## src/rtl/key_pkg.sv

```systemverilog
// Shared types and helpers for the key event controller.
package key_pkg;

  typedef enum logic [2:0] {
    IDLE,
    PRESS1,
    WAIT2,
    PRESS2,
    LONG
  } key_state_e;

  localparam logic KEY_ACTIVE = 1'b0;

  function automatic int cyc_per_ms(input int clk_cyc);
    return 1_000_000 / clk_cyc;
  endfunction

  function automatic int max_of(input int a, input int b);
    return (a > b) ? a : b;
  endfunction

endpackage

```

## src/rtl/key_ms_tick.sv

```systemverilog
// Millisecond timebase: free-running cycle counter with synchronous clear.
module key_ms_tick #(
  parameter int CYC_PER_MS = 100_000
) (
  input  logic clk,
  input  logic rst,
  input  logic clr,
  output logic ms_tick
);

  localparam int W = (CYC_PER_MS > 1) ? $clog2(CYC_PER_MS) : 1;
  localparam logic [W-1:0] LAST = W'(CYC_PER_MS - 1);

  logic [W-1:0] cnt_q, cnt_d;

  assign ms_tick = (cnt_q == LAST);

  always_comb begin
    cnt_d = cnt_q + 1'b1;
    if (clr || ms_tick) cnt_d = '0;
  end

  always_ff @(posedge clk or posedge rst) begin
    if (rst) cnt_q <= '0;
    else     cnt_q <= cnt_d;
  end

endmodule

```

## src/rtl/key_event_ctrl.sv

```systemverilog
// Turns a debounced active-low key level into short/long/double-click pulses.
// Define KEY_REPEAT_EN to add auto-repeat pulses while a long press is held.
module key_event_ctrl
  import key_pkg::*;
#(
  parameter int CLK_CYC   = 10,
  parameter int LONG_MS   = 1000,
  parameter int DCLK_MS   = 300,
  parameter int REPEAT_MS = 200
) (
  input  logic sysclk,
  input  logic rst,
  input  logic en,
  input  logic key_in,
  output logic short_press,
  output logic long_press,
  output logic double_click,
  output logic key_repeat,
  output logic busy
);

`ifdef KEY_REPEAT_EN
  localparam int MAX_MS = max_of(max_of(LONG_MS, DCLK_MS), REPEAT_MS);
`else
  localparam int MAX_MS = max_of(LONG_MS, DCLK_MS);
`endif
  localparam int W = $clog2(MAX_MS + 1);
  localparam logic [W-1:0] LONG_T = W'(LONG_MS);
  localparam logic [W-1:0] DCLK_T = W'(DCLK_MS);
  localparam logic [W-1:0] SAT    = '1;

  if (LONG_MS < 1 || DCLK_MS < 1 || REPEAT_MS < 1 ||
      (1_000_000 % CLK_CYC) != 0) begin : g_bad_cfg
    $error("key_event_ctrl: invalid timing parameters");
  end

  key_state_e state_q, state_d;
  logic [W-1:0] ms_cnt_q, ms_cnt_d;
  logic key_s_q, key_d_q;
  logic short_q, short_d;
  logic long_q, long_d;
  logic dbl_q, dbl_d;
  logic rep_clr, clr, ms_tick;
  logic prs_e, rel_e;

  // Input is registered once more so edge pulses land two cycles after key_in.
  assign prs_e = (key_d_q != KEY_ACTIVE) && (key_s_q == KEY_ACTIVE);
  assign rel_e = (key_d_q == KEY_ACTIVE) && (key_s_q != KEY_ACTIVE);

  key_ms_tick #(
    .CYC_PER_MS(cyc_per_ms(CLK_CYC))
  ) u_tick (
    .clk    (sysclk),
    .rst    (rst),
    .clr    (clr),
    .ms_tick(ms_tick)
  );

`ifdef KEY_REPEAT_EN
  localparam logic [W-1:0] REP_T = W'(REPEAT_MS);
  logic rep_q, rep_d;
  assign key_repeat = rep_q;
`else
  assign key_repeat = 1'b0;
`endif

  always_comb begin
    state_d = state_q;
    short_d = 1'b0;
    long_d  = 1'b0;
    dbl_d   = 1'b0;
    rep_clr = 1'b0;
`ifdef KEY_REPEAT_EN
    rep_d   = 1'b0;
`endif
    if (en) begin
      unique case (state_q)
        IDLE: if (prs_e) state_d = PRESS1;
        PRESS1: begin
          if (rel_e) state_d = WAIT2;
          else if (ms_cnt_q == LONG_T) begin
            state_d = LONG;
            long_d  = 1'b1;
          end
        end
        WAIT2: begin
          if (prs_e) state_d = PRESS2;
          else if (ms_cnt_q == DCLK_T) begin
            state_d = IDLE;
            short_d = 1'b1;
          end
        end
        PRESS2: begin
          if (rel_e) begin
            state_d = IDLE;
            dbl_d   = 1'b1;
          end else if (ms_cnt_q == LONG_T) begin
            state_d = LONG;
            short_d = 1'b1;
            long_d  = 1'b1;
          end
        end
        LONG: begin
          if (rel_e) state_d = IDLE;
`ifdef KEY_REPEAT_EN
          else if (ms_cnt_q == REP_T) begin
            rep_d   = 1'b1;
            rep_clr = 1'b1;
          end
`endif
        end
        default: state_d = IDLE;
      endcase
    end else begin
      state_d = IDLE;
    end
  end

  // Intervals are measured from state entry, so any transition restarts time.
  assign clr = !en || (state_d != state_q) || rep_clr;

  always_comb begin
    ms_cnt_d = ms_cnt_q;
    if (clr) ms_cnt_d = '0;
    else if (ms_tick && ms_cnt_q != SAT) ms_cnt_d = ms_cnt_q + 1'b1;
  end

  always_ff @(posedge sysclk or posedge rst) begin
    if (rst) begin
      state_q  <= IDLE;
      ms_cnt_q <= '0;
      key_s_q  <= KEY_ACTIVE;
      key_d_q  <= KEY_ACTIVE;
      short_q  <= 1'b0;
      long_q   <= 1'b0;
      dbl_q    <= 1'b0;
    end else begin
      state_q  <= state_d;
      ms_cnt_q <= ms_cnt_d;
      key_s_q  <= key_in;
      key_d_q  <= key_s_q;
      short_q  <= short_d;
      long_q   <= long_d;
      dbl_q    <= dbl_d;
    end
  end

`ifdef KEY_REPEAT_EN
  always_ff @(posedge sysclk or posedge rst) begin
    if (rst) rep_q <= 1'b0;
    else     rep_q <= rep_d;
  end
`endif

  assign short_press  = short_q;
  assign long_press   = long_q;
  assign double_click = dbl_q;
  assign busy         = (state_q != IDLE);

endmodule

```

## config.mk

```make
export PLATFORM = sky130hd
export DESIGN_NAME = key_event_ctrl
export DESIGN_NICKNAME = d
export VERILOG_FILES = /design/src/rtl/key_pkg.sv /design/src/rtl/key_ms_tick.sv /design/src/rtl/key_event_ctrl.sv
export SDC_FILE = /design/constraint.sdc
export NUM_CORES = 1
export LEC_CHECK = 0
export CORE_MARGIN = 8
export CORE_UTILIZATION = 50
export DETAILED_ROUTE_END_ITERATION = 6
export HOLD_SLACK_MARGIN = 0.03
export PLACE_DENSITY = 0.76
export REMOVE_ABC_BUFFERS = 1
export SLEW_MARGIN = 5
export SYNTH_ARGS = -nofsm -noshare
export SYNTH_HDL_FRONTEND = slang
export SYNTH_SLANG_ARGS = --single-unit
```

## constraint.sdc

```tcl
create_clock -name sysclk -period 3.6 [get_ports sysclk]
set_clock_uncertainty 0.1 [all_clocks]
set_input_delay 0.72 -clock sysclk [delete_from_list [all_inputs] [get_ports sysclk]]
set_output_delay 0.72 -clock sysclk [all_outputs]
set_load 0.01 [all_outputs]
```

==> run summary, run 1 <==
The flow ran to the end, and the final reports show no timing, DRC or antenna violations. Counting the fill cells in the layout gives 312. The share of the synthesized area in the top cell type is 0.458. The total of buffers placed on input and output ports is 7. The post-synthesis mux area share is 0. Counting every sink on the clock net gives 35. The relative slew slack came out at 0.534. The cell count after synthesis is 187.

The latest clock arrival within the worst-skew pair is 280 ps. The first-pass iteration count of the detailed router came out at 5. Ranked by total cell area, the synthesized netlist is headed by sky130_fd_sc_hd__dfrtp_1 46%, sky130_fd_sc_hd__xor2_1 7.3%, sky130_fd_sc_hd__nor2_1 4.7%, sky130_fd_sc_hd__nand4_1 3.3%, sky130_fd_sc_hd__xnor2_1 2.8%. Traced cell by cell, the critical path runs through or3_1 > clkdlybuf4s50_1.

Of the total synthesized cell area, the portion taken by full adders, half adders and majority gates is 0.0196. The net count of the finished layout is 204. The TritonCTS clock tree is built. The core region is 3660 um2. The horizontal die dimension is 77.8 um. The tool flagged a number of max-cap violations equal to 0. The clock tree buffer depth is 2.

The die is 77.8 um tall. The post-synthesis sequential area ratio is 0.458. The worst setup path is launched from a flip-flop. The final number of setup-violating endpoints came out at 0.

The total routed wirelength came out at 3390 um. The arrival time reported for the critical path endpoint is 1680 ps. The total overflow left after global routing is 0. The final number of hold-violating endpoints was 0. 0 antenna diodes ended up in the layout. By area, the combinational part of the netlist is dominated by simple AND/OR/NAND/NOR gates.

The die covers 6060 um2. Yosys mapped a number of flops with a built-in enable equal to 0. In this run the cell area of the synthesized design comes to 1910 um2. Of the total synthesized cell area, the portion taken by AND, OR, NAND and NOR gates is 0.318. The count of pins over their slew limit is 0. The post-detailed-route DRC marker count is 0. The global-route wire length before repair came out at 6130 um. The post-route setup TNS came out at 0 ps. The worst setup slack after layout came out at 1100 ps. The total setup buffers inserted after CTS came out at 0.

The share of post-route cells with drive strength above 1 is 0.126. The leakage power summed over all cells is 0.881 nW. The power per unit of standard cell area is 354 nW/um2. The clock root buffer is sky130_fd_sc_hd__clkbuf_8. Setup repair after global routing left no endpoint under its margin. The post-synthesis cell type with the largest combined area is sky130_fd_sc_hd__dfrtp_1.

The H-tree level count came out at 2. The compound-cell area share of the yosys netlist came out at 0.0655. The worst IR drop on VDD is 185 uV. The worst hold path belongs to the class flip-flop to flip-flop.

The pin count of the biggest net entering global routing came out at 25. The number of distinct standard cells referenced by the synthesized netlist came out at 45. In this run the remaining antenna-violating nets after routing total 0. The mean area per synthesized cell came out at 10.2 um2. Across every metal layer, demand over resource in global routing totals 0.122. The starting density of the core came out at 0.522. For this run, the number of Yosys warnings is 0. The total number of vias is 1372.

The worst endpoint required time came out at 2780 ps. Clock-pin slew was measured on the worst setup and hold paths at 70 ps. At the placement stage, the worst setup path has a slack of 948 ps. The XOR/XNOR share of the synthesized area came out at 0.101.

The number of gates resized after CTS is 0. The critical path in this run is classified as flip-flop to output port. The routed length per placed instance is 13.8 um. The average via count per standard cell came out at 5.58.

The library cells used most frequently in the layout, excluding fill and tap cells, are 35 x sky130_fd_sc_hd__dfrtp_1, 24 x sky130_fd_sc_hd__nor2_1, 16 x sky130_fd_sc_hd__xor2_1. The most used flip-flop cell after synthesis is sky130_fd_sc_hd__dfrtp_1. The number of antenna violations at the first check in global routing is 0. The placer's final routability congestion estimate came out at 0.882. Leaving out fill and tap cells, the most frequent cell in the layout is sky130_fd_sc_hd__dfrtp_1. The number of hold-repair buffers added at the cts stage came out at 0. The critical-path maximum fanout came out at 12.

The number of buffers created by CTS is 5. Detailed placement finished with a half-perimeter wire length of 2460 um. The maximum clock rate is 0.400 GHz. The flip-flop and latch count after synthesis is 35. After floorplanning, the core was divided into 22 placement rows.

For this design, the slowest cell found on the critical path is sky130_fd_sc_hd__dfrtp_1. The maximum single-stage delay on the critical path came out at 510 ps. The via count of the first global-routing pass is 1362. The number of DRC violations after detailed-routing iteration 0 came out at 96.

The post-route fraction of the period consumed by the critical path came out at 0.694. The minimum clock period after layout came out at 2500 ps. The actual slew at the worst max-slew pin came out at 699 ps.

The category of the worst setup path capture point is an output port. For this run, asynchronously set or reset flops after synthesis account for 1.00. 9 I/O pins were placed. The layout overhead on the synthesized area is 9.56%.
sequential cells by signal, indices dropped and copies added, names as in the netlist:
name,count
short_press,1
u_tick.cnt_q,17
ms_cnt_q,10
double_click,1
long_press,1
state_q,3
key_s_q,1
key_d_q,1
path summary, 6_finish.rpt:
kind,from,slack (ps),cells after the start,to
max,state_q[0],1100,2,busy
min,key_s_q,330,0,key_d_q
max reg2reg,ms_cnt_q[0],1310,7,u_tick.cnt_q[16]
min reg2reg,key_s_q,330,0,key_d_q
max in group asynchronous,rst,2100,3,ms_cnt_q[5]
min in group asynchronous,rst,630,2,key_s_q
metal layers:
layer / vias to the layer above / wire length (um) / track usage
li1: 673 / - / -
met1: 673 / 1550 / 0.152
met2: 22 / 1670 / 0.195
met3: 4 / 118 / 0.0276
met4: 0 / 48 / 0.0566
met5: - / 0 / 0
logic make-up after synthesis:
group / count (synthesis)
fa+ha+maj: 3
xor+xnor: 22
buf+inv: 12
flops: 35
simple gates: 98
compound gates: 16
other cells: 1
area by class of cell:
type	count	area [um2]	share of cell area
multi-input combinational	140	966	0.461
sequential	35	876	0.418
timing repair buffer	9	85.1	0.0406
clock buffer	5	68.8	0.0329
tap	48	60.1	0.0287
inverter	6	22.5	0.0108
clock inverter	3	15.0	0.00717
stage by stage:
stage                     cells  utilization  hold slack [ps]  power [mW]  instance area [um2]
after detailed placement    238        0.549              318       0.482                 2010
after CTS                   246        0.572              341       0.750                 2090
after global placement      238        0.549              303       0.480                 2010
after floorplan             181            -              280       0.463                 1860
final                       246        0.572              334       0.742                 2090
after global routing        246        0.572              371       0.775                 2090
report_power, final:
| group | switching [mW] | internal (mW) | total, mW |
|---|---|---|---|
| registers | 0.0107 | 0.401 | 0.412 |
| clock network | 0.135 | 0.132 | 0.268 |
| logic | 0.0375 | 0.0243 | 0.0619 |
| total | 0.184 | 0.558 | 0.742 |
critical path: cells and delay by family (launching register included):
kind,cells,cell delay [ps]
buffers and inverters,1,480
flip-flops,1,510
AND/OR/NAND/NOR,1,410
Yosys cell counts (3+ instances only):
library cell / count
sky130_fd_sc_hd__nor2_1: 24
sky130_fd_sc_hd__nand3_1: 10
sky130_fd_sc_hd__and3_1: 3
sky130_fd_sc_hd__xnor2_1: 6
sky130_fd_sc_hd__nand2_1: 8
sky130_fd_sc_hd__a21oi_1: 6
sky130_fd_sc_hd__o21ai_0: 4
sky130_fd_sc_hd__xor2_1: 16
sky130_fd_sc_hd__or3_1: 3
sky130_fd_sc_hd__inv_1: 5
sky130_fd_sc_hd__nand4_1: 10
sky130_fd_sc_hd__nor3_2: 4
sky130_fd_sc_hd__dfrtp_1: 35
sky130_fd_sc_hd__nor3_1: 9
sky130_fd_sc_hd__ha_1: 3
sky130_fd_sc_hd__and4_1: 4
Power figures use the tool's default switching activity.
==> run 2, diff against run 1 <==
- PLACE_DENSITY: 0.76 -> 0.79
- clock period: 3.6 -> 2 ns (I/O delays scaled with it)
==> run summary, run 2 (synthesis gave the netlist of run 1 again) <==
The number of hold-repair buffers added at the cts stage is 0 (unchanged). The endpoint of the lowest-slack register-to-register path was u_tick.cnt_q[16] (unchanged). The placed standard-cell area is 2150 um2 (was 2010 um2). The kind of start point of the critical path is a flip-flop (unchanged).

The total of buffers placed on input and output ports is 7 (unchanged). The worst reg-to-reg setup slack was -60 ps (was 1310 ps). The depth of the worst register-to-register path is 9 (was 7). The critical-path maximum fanout is 5 (was 12). The number of antenna violations at the first check in global routing came to 0 (unchanged). The post-route setup TNS is -206 ps (was 0 ps). The post-detailed-placement half-perimeter wirelength came to 2630 um (was 2460 um). The first-pass iteration count of the detailed router came to 4 (was 5).

The total core area came to 3660 um2 (unchanged). The final reports fail on setup timing. The average via count per standard cell came to 5.87 (was 5.58). The residual antenna-violating net count after detailed routing came out at 0 (unchanged). The total I/O pin count came to 9 (unchanged). The floorplan die area came out at 6060 um2 (unchanged).

Largest registers ranked by flip-flop count: u_tick.cnt_q x17, ms_cnt_q x10, state_q x3 (unchanged). The maximum clock rate is 0.487 GHz. The placer's final routability congestion estimate is 0.801 (was 0.882). The clock root buffer was sky130_fd_sc_hd__clkbuf_8 (unchanged). Status: finished, violations left (was finished clean). The start point of the critical path is ms_cnt_q[0] (was state_q[0]). The leftover overflow at the end of global routing was 0 (unchanged).

The path type of the worst setup path is flip-flop to flip-flop (was flip-flop to output port). The worst setup slack after layout came out at -55.5 ps (was 1100 ps). The global-route wire length before repair came out at 7600 um (was 6130 um).

The origin of the critical flop-to-flop path is ms_cnt_q[0] (unchanged). The layout net count came out at 235 (was 204). The category of the worst setup path capture point was a flip-flop (was output port). The count of pins over their slew limit came out at 0 (unchanged). The starting density of the core is 0.522 (unchanged). The most common cell after layout, fill and taps aside is sky130_fd_sc_hd__dfrtp_1 (unchanged). The leakage power summed over all cells came to 1.08 nW (was 0.881 nW). The final number of setup-violating endpoints is 7 (was 0). Leading cell types in the layout, fill and taps excluded: 35 x sky130_fd_sc_hd__dfrtp_1, 25 x sky130_fd_sc_hd__buf_4, 23 x sky130_fd_sc_hd__nor2_1 (was 35 x sky130_fd_sc_hd__dfrtp_1, 24 x sky130_fd_sc_hd__nor2_1, 16 x sky130_fd_sc_hd__xor2_1). The clock tree buffer depth is 2 (unchanged). The share of post-route cells with drive strength above 1 is 0.297 (was 0.126). The worst setup path endpoint is u_tick.cnt_q[16] (was busy).

The total number of vias is 1626 (was 1372). In the finished design, the share of the clock period the worst path needs comes to 1.03. The number of antenna diodes came out at 0 (unchanged).

The total design power is 1.64 mW (was 0.742 mW). The number of flip-flops under the largest register name came out at 17 (unchanged). The post-detailed-route DRC marker count is 0 (unchanged). The arrival time reported for the critical path endpoint came to 2170 ps (was 1680 ps). The final number of hold-violating endpoints was 0 (unchanged). The horizontal die dimension is 77.8 um (unchanged). The pin count of the biggest net entering global routing came out at 36 (was 25).

The routed length per placed instance is 18.3 um (was 13.8 um). The via count of the first global-routing pass came out at 1614 (was 1362). The number of clock sinks seen by CTS is 35 (unchanged). The worst endpoint required time was 2120 ps (was 2780 ps).

The vertical die dimension came to 77.8 um (unchanged). The number of DRC violations after detailed-routing iteration 0 is 169 (was 96). The register name with the most flops is u_tick.cnt_q (unchanged).

The post-CTS clock slew at the launch and capture registers of the worst setup and hold paths is 70 ps (about the same). The latest clock arrival within the worst-skew pair is 290 ps (was 280 ps). The layout overhead on the synthesized area came out at 32.2% (was 9.56%). The H-tree level count came out at 2 (unchanged). The power per unit of standard cell area came out at 650 nW/um2 (was 354 nW/um2). The non-filler instance count after layout came out at 277 (was 246).

The max capacitance violation total is 0 (unchanged). The global-route usage over all layers came to 0.156 (was 0.122). The final instance area is 2530 um2 (was 2090 um2). The worst path in the final design needs a cycle of 2060 ps, including I/O delays and setup.

The final core area utilization is 0.690 (was 0.572). The worst IR drop on VDD is 432 uV (was 185 uV). Unrepaired setup endpoints after global routing: yes (was no). The number of core rows is 22 (unchanged). The path category of the worst min-delay check is flip-flop to flip-flop (unchanged). The total routed wirelength was 5080 um (was 3390 um). The number of cells in the design after placement came out at 257 (was 238).

The number of filler instances in the final layout came out at 246 (was 312). The number of buffers created by CTS came to 5 (unchanged). The TritonCTS clock tree is built (unchanged).
[run 2: changes by cell type in the layout (fill, tap and decap cells not counted), sizes merged, moves of 2 or more]
cell | previous run | this run
clkbuf | 5 | 8
clkdlybuf4s50 | 7 | 5
buf | 2 | 30
clkinv | 3 | 1
[run 2: worst min path at each step]
stage / startpoint / end / slack [ps] / depth (start not counted)
global placement: key_s_q / key_d_q / 300 / 0
CTS: key_s_q / key_d_q / 320 / 0
floorplan: key_s_q / key_d_q / 280 / 0
finish: key_s_q / key_d_q / 320 / 0
global route: key_s_q / key_d_q / 350 / 0
detailed placement: key_s_q / key_d_q / 310 / 0
[run 2: layer usage]
| metal | vias up | global-route usage | wire, um |
|---|---|---|---|
| li1 | 749 | - | - |
| met1 | 790 | 0.190 | 2160 |
| met2 | 70 | 0.237 | 2460 |
| met3 | 17 | 0.0392 | 263 |
| met4 | 0 | 0.109 | 195 |
| met5 | - | 0 | 0 |
[run 2: report_power, final]
group,switching (mW),internal (mW),leakage (nW)
Combinational,0.120,0.118,0.542
Sequential,0.0161,0.723,0.481
Clock,0.262,0.403,0.0612
Total,0.398,1.24,1.08
[run 2: per-stage QoR]
stage / setup WS, ps / hold slack [ps]
detailed placement: -312 / 306
CTS: -0.0164 / 322
finish: -55.5 / 318
global placement: -269 / 296
floorplan: -146 / 280
global route: -100 / 352
[run 2: critical path, cell delays in order, from the launching register on]
cell and delay [ps]:
sky130_fd_sc_hd__dfrtp_1 360, sky130_fd_sc_hd__inv_2 60, sky130_fd_sc_hd__ha_4 150, sky130_fd_sc_hd__and3b_2 260
sky130_fd_sc_hd__a31oi_4 180, sky130_fd_sc_hd__nor3b_4 290, sky130_fd_sc_hd__buf_6 150, sky130_fd_sc_hd__o22ai_4 90
sky130_fd_sc_hd__buf_12 170, sky130_fd_sc_hd__nor3_4 160
[run 2: layout make-up]
class / instances / area, um2 / share of cell area
clock buffers: 6 / 82.6 / 0.0327
clock inverters: 2 / 35.0 / 0.0139
multi-input cells: 141 / 1070 / 0.422
repair buffers: 39 / 383 / 0.152
flip-flops and latches: 35 / 876 / 0.347
inverters: 6 / 22.5 / 0.00892
well taps: 48 / 60.1 / 0.0238
[run 2: what timing repair did]
action,in CTS,in global routing
endpoints found under the hold margin,0,0
buffers inserted,5,4
gates cloned,1,2
pin swaps,1,12
gates resized for setup,7,19
endpoints found under the setup margin,25,26
==> run 3, diff against run 2 <==
- SLEW_MARGIN: 5 -> default
==> results of run 3 <==
Same layout as run 2: the final DEF is identical, and so are final timing and power.
==> RTL change 1 (flow settings as in run 3) <==
Register the output `double_click` once more, with the module's reset; this adds one clock of latency there. The other outputs are not delayed to match.
--- a/src/rtl/key_event_ctrl.sv
+++ b/src/rtl/key_event_ctrl.sv
@@ -154,7 +154,13 @@
 
   assign short_press  = short_q;
   assign long_press   = long_q;
-  assign double_click = dbl_q;
+  always_ff @(posedge sysclk or posedge rst) begin
+    if (rst) begin
+      double_click <= '0;
+    end else begin
+      double_click <= dbl_q;
+    end
+  end
   assign busy         = (state_q != IDLE);
 
 endmodule
Function: changed (Yosys sat finds a counterexample within 10 cycles, from zero or initial values and one cycle with rst high).
==> RTL change 1 against run 3 <==
The run still ends with setup timing left; count of clock-buffer cells in the layout decreased by 1; power decreased by 8.3%; utilization decreased by 2.7 points; fmax decreased by 1.5%; synthesized area increased by 0.52%; largest power group unchanged; worst hold slack got worse by 0.059 ns; wire length decreased by 21%; cell area decreased by 3.2%; global-route usage decreased by 1.5 points; sequential cell count increased by 1; setup slack got worse by 0.031 ns; combinational power decreased by 46%.
==> RTL change 1: results (changes against run 3) <==
\begin{tabular}{lr}
\hline
Metric & Value \\
\hline
\multicolumn{2}{l}{\textbf{Worst setup path}} \\
\quad Top fanout value on the critical path & 13 (+8) \\
\quad Worst reg-to-reg path cell count & 6 (-3) \\
\quad Delay of the slowest cell on the worst path & 0.57 ns (+0.21 ns) \\
\quad Critical path's slowest cell & sky130\_fd\_sc\_hd\_\_or4b\_4 \\
\multicolumn{2}{l}{\textbf{Power}} \\
\quad P\_int & 1.164 mW (-6.4\%) \\
\quad Power attributed to combinational cells & 127 uW (-46\%) \\
\quad Relative contribution of combinational cells to total power & 8.5\% (-6.0 points) \\
\quad Worst voltage drop across the vdd grid & 0.3728 mV (-14\%) \\
\multicolumn{2}{l}{\textbf{Synth}} \\
\quad Mapped Area & 1921 sq um (+0.52\%) \\
\quad Commonest cells in the netlist & sky130\_fd\_sc\_hd\_\_dfrtp\_1 (36), sky130\_fd\_sc\_hd\_\_nor2\_1 (26), sky130\_fd\_sc\_hd\_\_nor3\_1 (18) \\
\quad Sequential-to-total area share from yosys stat & 46.91\% (+1.1 points) \\
\quad Leading post-synthesis cells by cell area & sky130\_fd\_sc\_hd\_\_dfrtp\_1 (47\%), sky130\_fd\_sc\_hd\_\_xnor2\_1 (7.3\%), sky130\_fd\_sc\_hd\_\_nor2\_1 (5.1\%) \\
\multicolumn{2}{l}{\textbf{Cells and area}} \\
\quad Share of final-layout standard cells stronger than drive strength 1 & 24.78\% (-4.9 points) \\
\quad Non-clock buffer count in the final layout & 36 (-7.7\%) \\
\quad Clock network share of area & 4.552\% (-0.10 points) \\
\quad Fill cell count & 273 (+11\%) \\
\quad Invs w/o clock & 5 (-1) \\
\quad NumNets Final & 236 (+0.43\%) \\
\quad Multi-input combinational cell area & 1037 sq um (-2.8\%) \\
\quad Fraction of standard cell area that is sequential & 36.88\% (+2.2 points) \\
\quad Layout non-clock buf frac & 12.94\% (-2.2 points) \\
\multicolumn{2}{l}{\textbf{Place}} \\
\quad Inst Count DP & 269 (+4.7\%) \\
\quad Placement Setup Slack & -0.1672 ns (+0.1443 ns) \\
\quad Last weighted congestion value of the routability-driven placer & 0.8236 (+2.9\%) \\
\multicolumn{2}{l}{\textbf{Global routing}} \\
\quad Met2 track demand over resource in global routing & 22.81\% (-0.92 points) \\
\quad Tot GR Track Use & 14.12\% (-1.5 points) \\
\quad Global Route met3 Usage & 3.111\% (-0.81 points) \\
\multicolumn{2}{l}{\textbf{Run status}} \\
\quad Outcome & complete, but fails checks \\
\quad Violated checks & setup timing \\
\multicolumn{2}{l}{\textbf{Timing}} \\
\quad Final-report setup violation count & 27 (+20) \\
\quad Minimum setup slack in the final design & -0.08603 ns (-0.03058 ns) \\
\multicolumn{2}{l}{\textbf{Route}} \\
\quad Total routed wirelength & 4037 um (-21\%) \\
\quad Vias per inst & 5.619 (-4.3\%) \\
\quad Initial drt markers & 101 (-40\%) \\
\hline
\end{tabular}
## RTL change 1: cell count changes after synthesis, sizes merged, moves of 3 or more
cell / change
and4: -3
nor3: +6
nor2: +3
nor4: +5
xnor2: +10
nand2: +3
nand3: -4
xor2: -8
nand4: -3
## RTL change 1: final timing paths
kind	from	endpoint	slack [ns]
max	ms_cnt_q[7]	ms_cnt_q[2]	-0.09
min reg2reg	dbl_q	double_click	0.26
min in group asynchronous	rst	u_tick.cnt_q[9]	0.42
max in group asynchronous	rst	state_q[0]	1.05
min	dbl_q	double_click	0.26
max reg2reg	ms_cnt_q[7]	ms_cnt_q[2]	-0.09
## RTL change 1: routing by layer
layer / vias up / routed length (um)
li1: 750 / -
met1: 758 / 1805
met2: 47 / 1929
met3: 7 / 215
met4: 0 / 86
met5: - / 0
## RTL change 1: repair_timing
action	in CTS	in global routing
setup endpoints to repair	28	27
cloned	0	1
gates resized for setup	7	6
## RTL change 1: logic make-up after synthesis
group	count (synthesis)	share of synthesized area (%)
AOI/OAI and AO/OA	13	5.538
xor gates and xnor gates	24	10.94
adders and majority gates	3	1.955
buffers and inverters	9	2.801
DFF	36	46.91
other	1	0.1953
and+or+nand+nor	104	31.66
## RTL change 1: worst register-to-register path: stages, from the launching register on
cell	delay (ns)
sky130_fd_sc_hd__dfrtp_1	0.38
sky130_fd_sc_hd__or4b_4	0.57
sky130_fd_sc_hd__o41ai_4	0.33
sky130_fd_sc_hd__o311ai_4	0.19
sky130_fd_sc_hd__nand4b_4	0.16
sky130_fd_sc_hd__clkbuf_16	0.19
sky130_fd_sc_hd__nor2_1	0.05
==> RTL change 2 (flow settings as in run 3) <==
Without the edit above. The parameter `LONG_MS` goes from 1000 to 4000.
--- a/src/rtl/key_event_ctrl.sv
+++ b/src/rtl/key_event_ctrl.sv
@@ -4,7 +4,7 @@
   import key_pkg::*;
 #(
   parameter int CLK_CYC   = 10,
-  parameter int LONG_MS   = 1000,
+  parameter int LONG_MS   = 4000,
   parameter int DCLK_MS   = 300,
   parameter int REPEAT_MS = 200
 ) (
Behaviour: same outputs for any inputs over 10 cycles, from zero or initial values and one cycle with rst high; that may be too few to reach the edited logic, so the function may still have changed.
==> RTL change 2 against run 3 <==
The run still ends with setup timing left; critical endpoint is now u_tick.cnt_q[12]; synthesized area rose by 2.3%; fmax decreased by 10%; cell area is 4.1% higher; sequential cell count rose by 2; setup slack worse by 0.24 ns; via count increased by 3.8%; largest power group unchanged; power fell by 8.7%; wire length shrank 4.9%; die area is 1.8% higher.
==> RTL change 2: results (changes against run 3) <==
\begin{tabular}{lr}
\hline
Metric & Value \\
\hline
\multicolumn{2}{l}{\textbf{Run status}} \\
\quad Outcome & complete, but fails checks \\
\quad Violated checks & setup timing \\
\multicolumn{2}{l}{\textbf{Route}} \\
\quad Initial drt markers & 102 (-40\%) \\
\quad Total routed wirelength & 4833 um (-4.9\%) \\
\quad Vias per inst & 5.608 (-4.5\%) \\
\multicolumn{2}{l}{\textbf{Timing}} \\
\quad Final-report setup violation count & 29 (+22) \\
\quad Minimum setup slack in the final design & -0.2908 ns (-0.2353 ns) \\
\quad Sum of negative setup slack & -7.021 ns (-6.815 ns) \\
\multicolumn{2}{l}{\textbf{Global routing}} \\
\quad Global-route wire length before repair & 7169 um (-5.6\%) \\
\quad Maximum number of pins on one net before global-route repair & 38 (+5.6\%) \\
\quad Tot GR Track Use & 14.36\% (-1.3 points) \\
\quad Vias in the first global route & 1655 (+2.5\%) \\
\multicolumn{2}{l}{\textbf{Synth}} \\
\quad Distinct cells, synth & 34 (-24\%) \\
\quad Leading post-synthesis cells by cell area & sky130\_fd\_sc\_hd\_\_dfrtp\_1 (47\%), sky130\_fd\_sc\_hd\_\_xnor2\_1 (5.8\%), sky130\_fd\_sc\_hd\_\_nor2\_1 (5.8\%) \\
\quad Sequential-to-total area share from yosys stat & 47.38\% (+1.5 points) \\
\quad Commonest cells in the netlist & sky130\_fd\_sc\_hd\_\_dfrtp\_1 (37), sky130\_fd\_sc\_hd\_\_nor2\_1 (30), sky130\_fd\_sc\_hd\_\_nor3\_1 (17) \\
\multicolumn{2}{l}{\textbf{Worst setup path}} \\
\quad Data arrival time of the worst path & 2.41 ns (+0.24 ns) \\
\quad Critical path's slowest cell & sky130\_fd\_sc\_hd\_\_or3\_4 \\
\quad Top fanout value on the critical path & 11 (+6) \\
\multicolumn{2}{l}{\textbf{Place}} \\
\quad Last weighted congestion value of the routability-driven placer & 0.8389 (+4.8\%) \\
\quad Post-DP HPWL & 2981 um (+13\%) \\
\multicolumn{2}{l}{\textbf{Cells and area}} \\
\quad NumNets Final & 260 (+11\%) \\
\quad Top flop regs & u\_tick.cnt\_q (17), ms\_cnt\_q (12), state\_q (3) \\
\multicolumn{2}{l}{\textbf{Power}} \\
\quad Leakage power total & 1.092 nW (+0.68\%) \\
\quad Worst voltage drop across the vdd grid & 0.2939 mV (-32\%) \\
\multicolumn{2}{l}{\textbf{CTS}} \\
\quad Num CTS Buffers & 5 (unchanged) \\
\quad Maximum root-to-sink buffer count & 2 (unchanged) \\
\hline
\end{tabular}
[RTL change 2: cell count changes after synthesis, sizes merged, moves of 4 or more]
| cell | delta |
|---|---|
| nor3 | +4 |
| xnor2 | +7 |
| clkbuf | +5 |
| nor3b | -5 |
| nor2 | +6 |
| nor4 | +4 |
| xor2 | -4 |
[RTL change 2: layout make-up]
type	count	area [sq um]
Multi-Input combinational cell	154	1091
Fill cell	259	1087
Sequential cell	37	925.9
Timing Repair Buffer	51	446.7
Clock buffer	6	82.58
Tap cell	48	60.06
Inverter	4	15.01
Clock inverter	1	7.507
[RTL change 2: worst paths after layout]
check / from / to / slack, ns / cells past startpoint
min: key_s_q / key_d_q / 0.32 / 0
max reg2reg: ms_cnt_q[0] / u_tick.cnt_q[12] / -0.29 / 8
min reg2reg: key_s_q / key_d_q / 0.32 / 0
min in group asynchronous: rst / ms_cnt_q[7] / 0.42 / 3
max: ms_cnt_q[0] / u_tick.cnt_q[12] / -0.29 / 8
max in group asynchronous: rst / u_tick.cnt_q[7] / 1.05 / 3
[RTL change 2: cell families (layout without fill, tap and decap cells)]
| logic type | Yosys count | count (layout) | share of synthesized area, % |
|---|---|---|---|
| AO/OA/AOI/OAI | 12 | 12 | 3.457 |
| other | 1 | 1 | 0.1919 |
| adder cells (fa/ha/maj) | 3 | 3 | 1.921 |
| XOR/XNOR | 25 | 25 | 11.20 |
| multiplexers | 2 | 2 | 1.280 |
| flip-flops | 37 | 37 | 47.38 |
| AND/OR/NAND/NOR | 111 | 111 | 30.54 |
| buffers and inverters | 14 | 62 | 4.033 |
[RTL change 2: where the power goes]
part	leakage [nW]	internal, mW	switching (mW)	total (mW)
sequential	0.510	0.760	0.0111	0.771
combinational	0.539	0.0854	0.109	0.194
clock	0.0433	0.272	0.260	0.533
total	1.09	1.12	0.380	1.50
[RTL change 2: layer usage]
metal	vias up	part of all wire (%)	track usage, %
met1	831	44	16.92
li1	813	-	-
met4	0	1.4	5.926
met3	6	4.3	4.100
met5	-	0	0
met2	38	51	23.94
[RTL change 2: through the flow]
stage | power (mW) | area, sq um | std cells
6_report | 1.498 | 2629 | 301
5_1_grt | 1.552 | 2629 | 301
4_1_cts | 1.455 | 2459 | 298
3_5_place_dp | 0.9220 | 2341 | 291
3_3_place_gp | 0.9168 | 2341 | 291
2_1_floorplan | 0.8500 | 1891 | 195
[RTL change 2: timing repair]
action                     4_1_cts  5_1_grt
pin swaps                        0       11
cloned                           0        2
hold buffers                     0        0
setup endpoints to repair       30       29
resized for setup                8       25
buffers inserted                 0        1
